**src/rtl/mcp3008_sampler_if.sv**
```systemverilog
// Pin and result bundle between the MCP3008 sampler and its neighbours.
// master: the sampler itself; slave: the ADC pins' far side plus the sample consumer.
interface mcp3008_sampler_if;
  logic       start;
  logic [2:0] channel;
  logic       adc_sclk;
  logic       adc_cs_n;
  logic       adc_din;
  logic       adc_dout;
  logic       busy;
  logic [9:0] sample;
  logic       sample_valid;
  logic [2:0] sample_chan;
  logic       null_err;

  modport master (
    input  start, channel, adc_dout,
    output adc_sclk, adc_cs_n, adc_din, busy, sample, sample_valid, sample_chan, null_err
  );

  modport slave (
    output start, channel, adc_dout,
    input  adc_sclk, adc_cs_n, adc_din, busy, sample, sample_valid, sample_chan, null_err
  );
endinterface

```
**src/rtl/mcp3008_sampler.sv**
```systemverilog
// SPI master running single-ended MCP3008 conversions; SCLK/CS_n/DIN are registered
// outputs paced by a clock-enable divider, results delivered with a one-clk strobe.
module mcp3008_sampler #(
  parameter int unsigned CLK_DIV = 1350,
  parameter int unsigned CS_IDLE = 4,
  parameter bit          AUTO    = 1'b1
) (
  input  logic              clk,
  input  logic              rst,
  mcp3008_sampler_if.master bus
);

  localparam int unsigned FrameHalves = 34;
  localparam int unsigned GapHalves   = 2 * CS_IDLE;
  localparam int unsigned DivW        = $clog2(CLK_DIV);
  localparam int unsigned HalfW       = $clog2(FrameHalves + GapHalves);

  localparam logic [DivW-1:0]  DivLast   = DivW'(CLK_DIV - 1);
  localparam logic [HalfW-1:0] NullHalf  = HalfW'(12);
  localparam logic [HalfW-1:0] FrameLast = HalfW'(FrameHalves - 1);
  localparam logic [HalfW-1:0] GapLast   = HalfW'(GapHalves - 1);

  typedef enum logic [1:0] {StIdle, StFrame, StDone, StGap} state_e;

  state_e           state_q, state_d;
  logic [DivW-1:0]  div_q, div_d;
  logic [HalfW-1:0] half_q, half_d;
  logic             sclk_q, sclk_d;
  logic             cs_n_q, cs_n_d;
  logic             din_q, din_d;
  logic             busy_q, busy_d;
  logic [9:0]       shift_q, shift_d;
  logic [2:0]       chan_q, chan_d;
  logic [9:0]       sample_q, sample_d;
  logic             valid_q, valid_d;
  logic [2:0]       schan_q, schan_d;
  logic             null_q, null_d;
  logic             tick;

  assign tick = (div_q == DivLast);

  always_ff @(posedge clk or posedge rst) begin
    if (rst) begin
      state_q  <= StIdle;
      div_q    <= '0;
      half_q   <= '0;
      sclk_q   <= 1'b0;
      cs_n_q   <= 1'b1;
      din_q    <= 1'b0;
      busy_q   <= 1'b0;
      shift_q  <= '0;
      chan_q   <= '0;
      sample_q <= '0;
      valid_q  <= 1'b0;
      schan_q  <= '0;
      null_q   <= 1'b0;
    end else begin
      state_q  <= state_d;
      div_q    <= div_d;
      half_q   <= half_d;
      sclk_q   <= sclk_d;
      cs_n_q   <= cs_n_d;
      din_q    <= din_d;
      busy_q   <= busy_d;
      shift_q  <= shift_d;
      chan_q   <= chan_d;
      sample_q <= sample_d;
      valid_q  <= valid_d;
      schan_q  <= schan_d;
      null_q   <= null_d;
    end
  end

  always_comb begin
    state_d  = state_q;
    div_d    = div_q;
    half_d   = half_q;
    sclk_d   = sclk_q;
    cs_n_d   = cs_n_q;
    din_d    = din_q;
    busy_d   = busy_q;
    shift_d  = shift_q;
    chan_d   = chan_q;
    sample_d = sample_q;
    valid_d  = 1'b0;
    schan_d  = schan_q;
    null_d   = null_q;

    if (state_q == StFrame || state_q == StGap) begin
      div_d = tick ? '0 : div_q + DivW'(1);
    end

    unique case (state_q)
      StIdle: begin
        if (AUTO || bus.start) begin
          state_d = StFrame;
          div_d   = '0;
          half_d  = '0;
          chan_d  = bus.channel;
          cs_n_d  = 1'b0;
          busy_d  = 1'b1;
          din_d   = 1'b1;
          sclk_d  = 1'b0;
        end
      end
      StFrame: begin
        if (tick) begin
          half_d = half_q + HalfW'(1);
          if (!half_q[0]) begin
            // Even half count: this tick ends a low half, so it is a rising edge.
            sclk_d = 1'b1;
            if (half_q == NullHalf) begin
              null_d = null_q | bus.adc_dout;
            end else if (half_q > NullHalf) begin
              shift_d = {shift_q[8:0], bus.adc_dout};
            end
          end else begin
            sclk_d = 1'b0;
            // Command bit for the period whose low half starts now.
            case (half_q)
              HalfW'(1): din_d = 1'b1;
              HalfW'(3): din_d = chan_q[2];
              HalfW'(5): din_d = chan_q[1];
              HalfW'(7): din_d = chan_q[0];
              default:   din_d = 1'b0;
            endcase
            if (half_q == FrameLast) begin
              state_d = StDone;
              cs_n_d  = 1'b1;
              half_d  = '0;
            end
          end
        end
      end
      StDone: begin
        sample_d = shift_q;
        schan_d  = chan_q;
        valid_d  = 1'b1;
        busy_d   = 1'b0;
        state_d  = StGap;
      end
      StGap: begin
        if (tick) begin
          half_d = half_q + HalfW'(1);
          if (half_q == GapLast) begin
            state_d = StIdle;
            half_d  = '0;
          end
        end
      end
    endcase
  end

  assign bus.adc_sclk     = sclk_q;
  assign bus.adc_cs_n     = cs_n_q;
  assign bus.adc_din      = din_q;
  assign bus.busy         = busy_q;
  assign bus.sample       = sample_q;
  assign bus.sample_valid = valid_q;
  assign bus.sample_chan  = schan_q;
  assign bus.null_err     = null_q;

endmodule

```
**src/flat_wrapper.sv**
```systemverilog
// flat-port wrapper written by rule: the top's interface ports become plain ports
module mcp3008_sampler_flat 
#(
  parameter int unsigned CLK_DIV = 1350,
  parameter int unsigned CS_IDLE = 4,
  parameter bit          AUTO    = 1'b1
)
  (clk, rst, bus_start, bus_channel, bus_adc_dout, bus_adc_sclk, bus_adc_cs_n, bus_adc_din, bus_busy, bus_sample, bus_sample_valid, bus_sample_chan, bus_null_err);
  mcp3008_sampler_if bus_i ();
  input  logic clk;
  input  logic rst;
  input wire logic [$bits(bus_i.start)-1:0] bus_start;
  input wire logic [$bits(bus_i.channel)-1:0] bus_channel;
  input wire logic [$bits(bus_i.adc_dout)-1:0] bus_adc_dout;
  output wire logic [$bits(bus_i.adc_sclk)-1:0] bus_adc_sclk;
  output wire logic [$bits(bus_i.adc_cs_n)-1:0] bus_adc_cs_n;
  output wire logic [$bits(bus_i.adc_din)-1:0] bus_adc_din;
  output wire logic [$bits(bus_i.busy)-1:0] bus_busy;
  output wire logic [$bits(bus_i.sample)-1:0] bus_sample;
  output wire logic [$bits(bus_i.sample_valid)-1:0] bus_sample_valid;
  output wire logic [$bits(bus_i.sample_chan)-1:0] bus_sample_chan;
  output wire logic [$bits(bus_i.null_err)-1:0] bus_null_err;
  assign bus_i.start = bus_start;
  assign bus_i.channel = bus_channel;
  assign bus_i.adc_dout = bus_adc_dout;
  assign bus_adc_sclk = bus_i.adc_sclk;
  assign bus_adc_cs_n = bus_i.adc_cs_n;
  assign bus_adc_din = bus_i.adc_din;
  assign bus_busy = bus_i.busy;
  assign bus_sample = bus_i.sample;
  assign bus_sample_valid = bus_i.sample_valid;
  assign bus_sample_chan = bus_i.sample_chan;
  assign bus_null_err = bus_i.null_err;
  mcp3008_sampler #(.CLK_DIV(CLK_DIV), .CS_IDLE(CS_IDLE), .AUTO(AUTO)) u_core (.clk(clk), .rst(rst), .bus(bus_i));
endmodule
```
**config.mk**
```make
export PLATFORM = sky130hd
export DESIGN_NAME = mcp3008_sampler_flat
export DESIGN_NICKNAME = d
export VERILOG_FILES = /design/src/rtl/mcp3008_sampler_if.sv /design/src/rtl/mcp3008_sampler.sv /design/src/flat_wrapper.sv
export SDC_FILE = /design/constraint.sdc
export NUM_CORES = 1
export LEC_CHECK = 0
export CAP_MARGIN = 5
export CORE_MARGIN = 3
export CORE_UTILIZATION = 60
export DETAILED_ROUTE_END_ITERATION = 7
export HOLD_SLACK_MARGIN = 0.08
export PLACE_DENSITY_LB_ADDON = 0.1
export SETUP_SLACK_MARGIN = 0.5
export SLEW_MARGIN = 20
export SYNTH_ARGS = -nofsm -noshare
export SYNTH_HDL_FRONTEND = slang
export SYNTH_SLANG_ARGS = --single-unit
```
**constraint.sdc**
```tcl
create_clock -name clk -period 3.3 [get_ports clk]
set_clock_uncertainty 0.2 [all_clocks]
set_input_delay 0.66 -clock clk [delete_from_list [all_inputs] [get_ports clk]]
set_output_delay 0.66 -clock clk [all_outputs]
set_load 0.05 [all_outputs]
```
==> impl_metrics.xml <==
<?xml version="1.0" encoding="UTF-8"?>
<metrics>
  <group name="critical_path">
    <metric name="timing.critical_path.arrival" unit="ns">1.67</metric>
    <metric name="worst-path-stages" unit="">1</metric>
    <metric name="ff2ff_path_depth" unit="">5</metric>
    <metric name="slowest_delay" unit="ns">0.81</metric>
    <metric name="crit_path_start_kind" unit="">register</metric>
    <metric name="worst_setup_path_end_kind" unit="">output pin</metric>
    <metric name="cp_top_family" unit="">buffers and inverters</metric>
    <metric name="crit_path_top_delay_cell" unit="">sky130_fd_sc_hd__clkdlybuf4s50_1</metric>
    <metric name="critPathRequiredTime" unit="ns">2.44</metric>
    <metric name="largest_fanout_on_the_critical_path" unit="">3</metric>
    <metric name="critical_path_class" unit="">reg2out</metric>
    <metric name="cp_bufs_invs" unit="">1</metric>
    <metric name="cp_cell_instances" unit="">clkdlybuf4s50_1</metric>
  </group>
  <group name="cts">
    <metric name="postCtsSetupBuffers" unit="">0</metric>
    <metric name="ctsLongestPathBuffers" unit="">2</metric>
    <metric name="tritoncts" unit="">done</metric>
    <metric name="cts.reportedPaths.clkPinSlew" unit="ns">0.09</metric>
    <metric name="cts_sinks" unit="">51</metric>
    <metric name="tritoncts.num_buffers" unit="">5</metric>
    <metric name="clk_root_buffer_cell" unit="">sky130_fd_sc_hd__clkbuf_8</metric>
    <metric name="cts_resized" unit="">0</metric>
    <metric name="cts_hold_buffers" unit="">0</metric>
    <metric name="cts.htree.levels" unit="">2</metric>
    <metric name="insertion_delay" unit="ns">0.30</metric>
  </group>
  <group name="die">
    <metric name="floorplan.die.width" unit="µm">69.5</metric>
    <metric name="die_height" unit="µm">69.5</metric>
    <metric name="placeable_area" unit="mm²">0.00377</metric>
    <metric name="number_of_ports_placed_on_the_die_boundary" unit="">26</metric>
    <metric name="floorplan.rows" unit="">22</metric>
    <metric name="die_footprint" unit="mm²">0.00483</metric>
    <metric name="floorplan.initialDensity" unit="%">64.1</metric>
  </group>
  <group name="routing">
    <metric name="route.vias.total" unit="">1650</metric>
    <metric name="drt_first_iter_violations" unit="">170</metric>
    <metric name="remaining_drc_errors" unit="">0</metric>
    <metric name="drt_pre_antenna_iters" unit="">4</metric>
    <metric name="drt.antenna.violating_nets" unit="">0</metric>
    <metric name="wl" unit="µm">4570</metric>
    <metric name="viasPerCell" unit="">5.91</metric>
    <metric name="routedWlPerCell" unit="µm">16.4</metric>
  </group>
  <group name="power">
    <metric name="vdd.ir_drop.worst" unit="mV">0.377</metric>
    <metric name="leakage" unit="µW">0.00130</metric>
    <metric name="power.density" unit="mW/mm²">384</metric>
  </group>
  <group name="run">
    <metric name="timing.max_cap.violations" unit="">0</metric>
  </group>
  <group name="synth">
    <metric name="flop_and_latch_count_out_of_synthesis" unit="">51</metric>
    <metric name="synthCells" unit="">205</metric>
    <metric name="ys_async_sr_fraction" unit="%">100</metric>
    <metric name="synth.cell_area" unit="mm²">0.00242</metric>
    <metric name="yosys_warning_count" unit="">0</metric>
    <metric name="synth-edff-count" unit="">0</metric>
    <metric name="share_of_the_yosys_chip_area_belonging_to_registers" unit="%">52.8</metric>
    <metric name="ys_types" unit="">44</metric>
    <metric name="syn-num-nets" unit="">222</metric>
    <metric name="mean_instance_size_in_the_synthesized_netlist" unit="µm²">11.8</metric>
    <metric name="ys_dominant_reg_cell" unit="">sky130_fd_sc_hd__dfrtp_1</metric>
  </group>
  <group name="sta">
    <metric name="finalWorstSetupSlack" unit="ns">0.775</metric>
    <metric name="post-route-period-util" unit="%">76.5</metric>
    <metric name="grt_setup_unrepaired" unit="">false</metric>
    <metric name="hold_violations" unit="">0</metric>
    <metric name="setup_viol" unit="">0</metric>
    <metric name="fin_crit" unit="ns">2.53</metric>
    <metric name="maxSlewHeadroom" unit="%">43.8</metric>
    <metric name="timing.fmax" unit="GHz">0.396</metric>
    <metric name="whs" unit="ns">0.280</metric>
    <metric name="timing_max_transition_violations_final" unit="">0</metric>
    <metric name="setup_tns" unit="ns">0</metric>
    <metric name="tightest_slew" unit="ns">0.842</metric>
  </group>
  <group name="status">
    <metric name="outcome" unit="">finished, final reports clean</metric>
  </group>
  <group name="layout">
    <metric name="layout.cells.most_common_list" unit="">50 x sky130_fd_sc_hd__dfrtp_1, 27 x sky130_fd_sc_hd__mux2_2, 24 x sky130_fd_sc_hd__clkdlybuf4s50_1</metric>
    <metric name="final_layout_size_suffix_gt1_share" unit="%">17.7</metric>
    <metric name="share_of_the_core_filled_with_cells_in_the_final_layout" unit="%">74.5</metric>
    <metric name="mostFrequentLayoutCell" unit="">sky130_fd_sc_hd__dfrtp_1</metric>
    <metric name="layoutNonFillerInstCount" unit="">279</metric>
    <metric name="fillCellCount" unit="">252</metric>
    <metric name="num-nets-final" unit="">247</metric>
    <metric name="syn2layout_area_growth" unit="%">16.2</metric>
    <metric name="antenna_cells" unit="">0</metric>
  </group>
  <group name="place">
    <metric name="routabilityCongestion" unit="">0.933</metric>
    <metric name="place_ws" unit="ns">0.948</metric>
    <metric name="detailed_place_hpwl" unit="µm">3270</metric>
    <metric name="numPlacedInstances" unit="">271</metric>
    <metric name="i_o_buffers" unit="">24</metric>
  </group>
  <group name="global_route">
    <metric name="groute.usage.overall" unit="%">20.7</metric>
    <metric name="grt_first_pass_wirelength" unit="µm">8000</metric>
    <metric name="initial_antenna_violation_count" unit="">0</metric>
    <metric name="grt_overflow" unit="">0</metric>
    <metric name="grt_start_max_net_pins" unit="">44</metric>
    <metric name="via_count_of_the_first_global_routing_pass" unit="">1610</metric>
  </group>
  <group name="hold_path">
    <metric name="worst_hold_path.num_cells" unit="">1</metric>
    <metric name="worstHoldPathType" unit="">reg2reg</metric>
  </group>
</metrics>
## registers in the layout, summed over array words and instances, names as in the netlist
name                     count
u_core.bus.sample_chan       3
u_core.bus.sample           10
u_core.bus.adc_sclk          1
u_core.half_q                6
u_core.bus.sample_valid      1
u_core.chan_q                3
u_core.bus.null_err          1
u_core.state_q               2
u_core.bus.busy              1
u_core.shift_q              10
u_core.bus.adc_din           1
u_core.div_q                11
u_core.bus.adc_cs_n          1
## kinds of logic after synthesis
| family | after synthesis | synth area share, % |
|---|---|---|
| AO/OA/AOI/OAI | 28 | 8.38 |
| XOR/XNOR | 9 | 3.26 |
| adder cells (fa/ha/maj) | 10 | 5.17 |
| buffers and inverters | 15 | 2.43 |
| flip-flops | 51 | 52.8 |
| multiplexers | 30 | 13.9 |
| AND/OR/NAND/NOR | 62 | 14.0 |
## path summary, 6_finish.rpt
kind / from / endpoint / slack (ns)
setup / recovery: u_core.bus.adc_cs_n / bus_adc_cs_n / 0.77
hold / removal: u_core.bus.null_err / u_core.bus.null_err / 0.28
setup reg to reg: u_core.half_q[0] / u_core.half_q[4] / 0.85
hold reg to reg: u_core.bus.null_err / u_core.bus.null_err / 0.28
max in group asynchronous: rst / u_core.div_q[1] / 1.61
min in group asynchronous: rst / u_core.shift_q[8] / 0.64
## stage by stage
step | total power (µW) | cell area [µm²]
2_1_floorplan | 653 | 2420
3_3_place_gp | 663 | 2700
3_5_place_dp | 664 | 2700
4_1_cts | 1090 | 2810
5_1_grt | 1120 | 2810
6_report | 1080 | 2810
## final cells by class
cell class	instances	area [µm²]	area share (%)
clock buffer	5	68.8	2.45
clock inverter	3	43.8	1.56
inverter	8	30.0	1.07
multi-input combinational	139	1080	38.5
sequential	51	1280	45.5
tap	48	60.1	2.14
timing repair buffer	25	248	8.82
## layer usage
layer  vias up  GRT usage, %  share of wire (%)
li1        784             -                  -
met1       803          28.7                 44
met2        56          31.8                 48
met3         7          5.65                6.6
met4         0          6.29                1.4
met5         -             0                  0
## synth_stat cells (all sizes together) (2+ instances only)
cell    instances  area (µm²)
nor2b           2        12.5
a41o            2        20.0
a31oi           4        25.0
xor2            5        43.8
dfrtp          50        1250
o21ai           3        15.0
o311ai          2        17.5
nor3            8        45.0
nand3           8        40.0
a22o            2        17.5
buf             2        10.0
ha             10         125
inv             8        30.0
xnor2           4        35.0
a21oi           3        15.0
and3            4        25.0
nand2           7        26.3
o211ai          4        30.0
mux2           29         327
nor2           22        82.6
clkbuf          5        18.8
nand4           3        33.8
## where the power goes
| group | internal (µW) | total [µW] | switching, µW |
|---|---|---|---|
| Combinational | 8.45 | 22.0 | 13.5 |
| Clock | 226 | 427 | 201 |
| Sequential | 627 | 629 | 1.64 |
| Total | 861 | 1080 | 217 |
(Power assumes the default switching activity.)
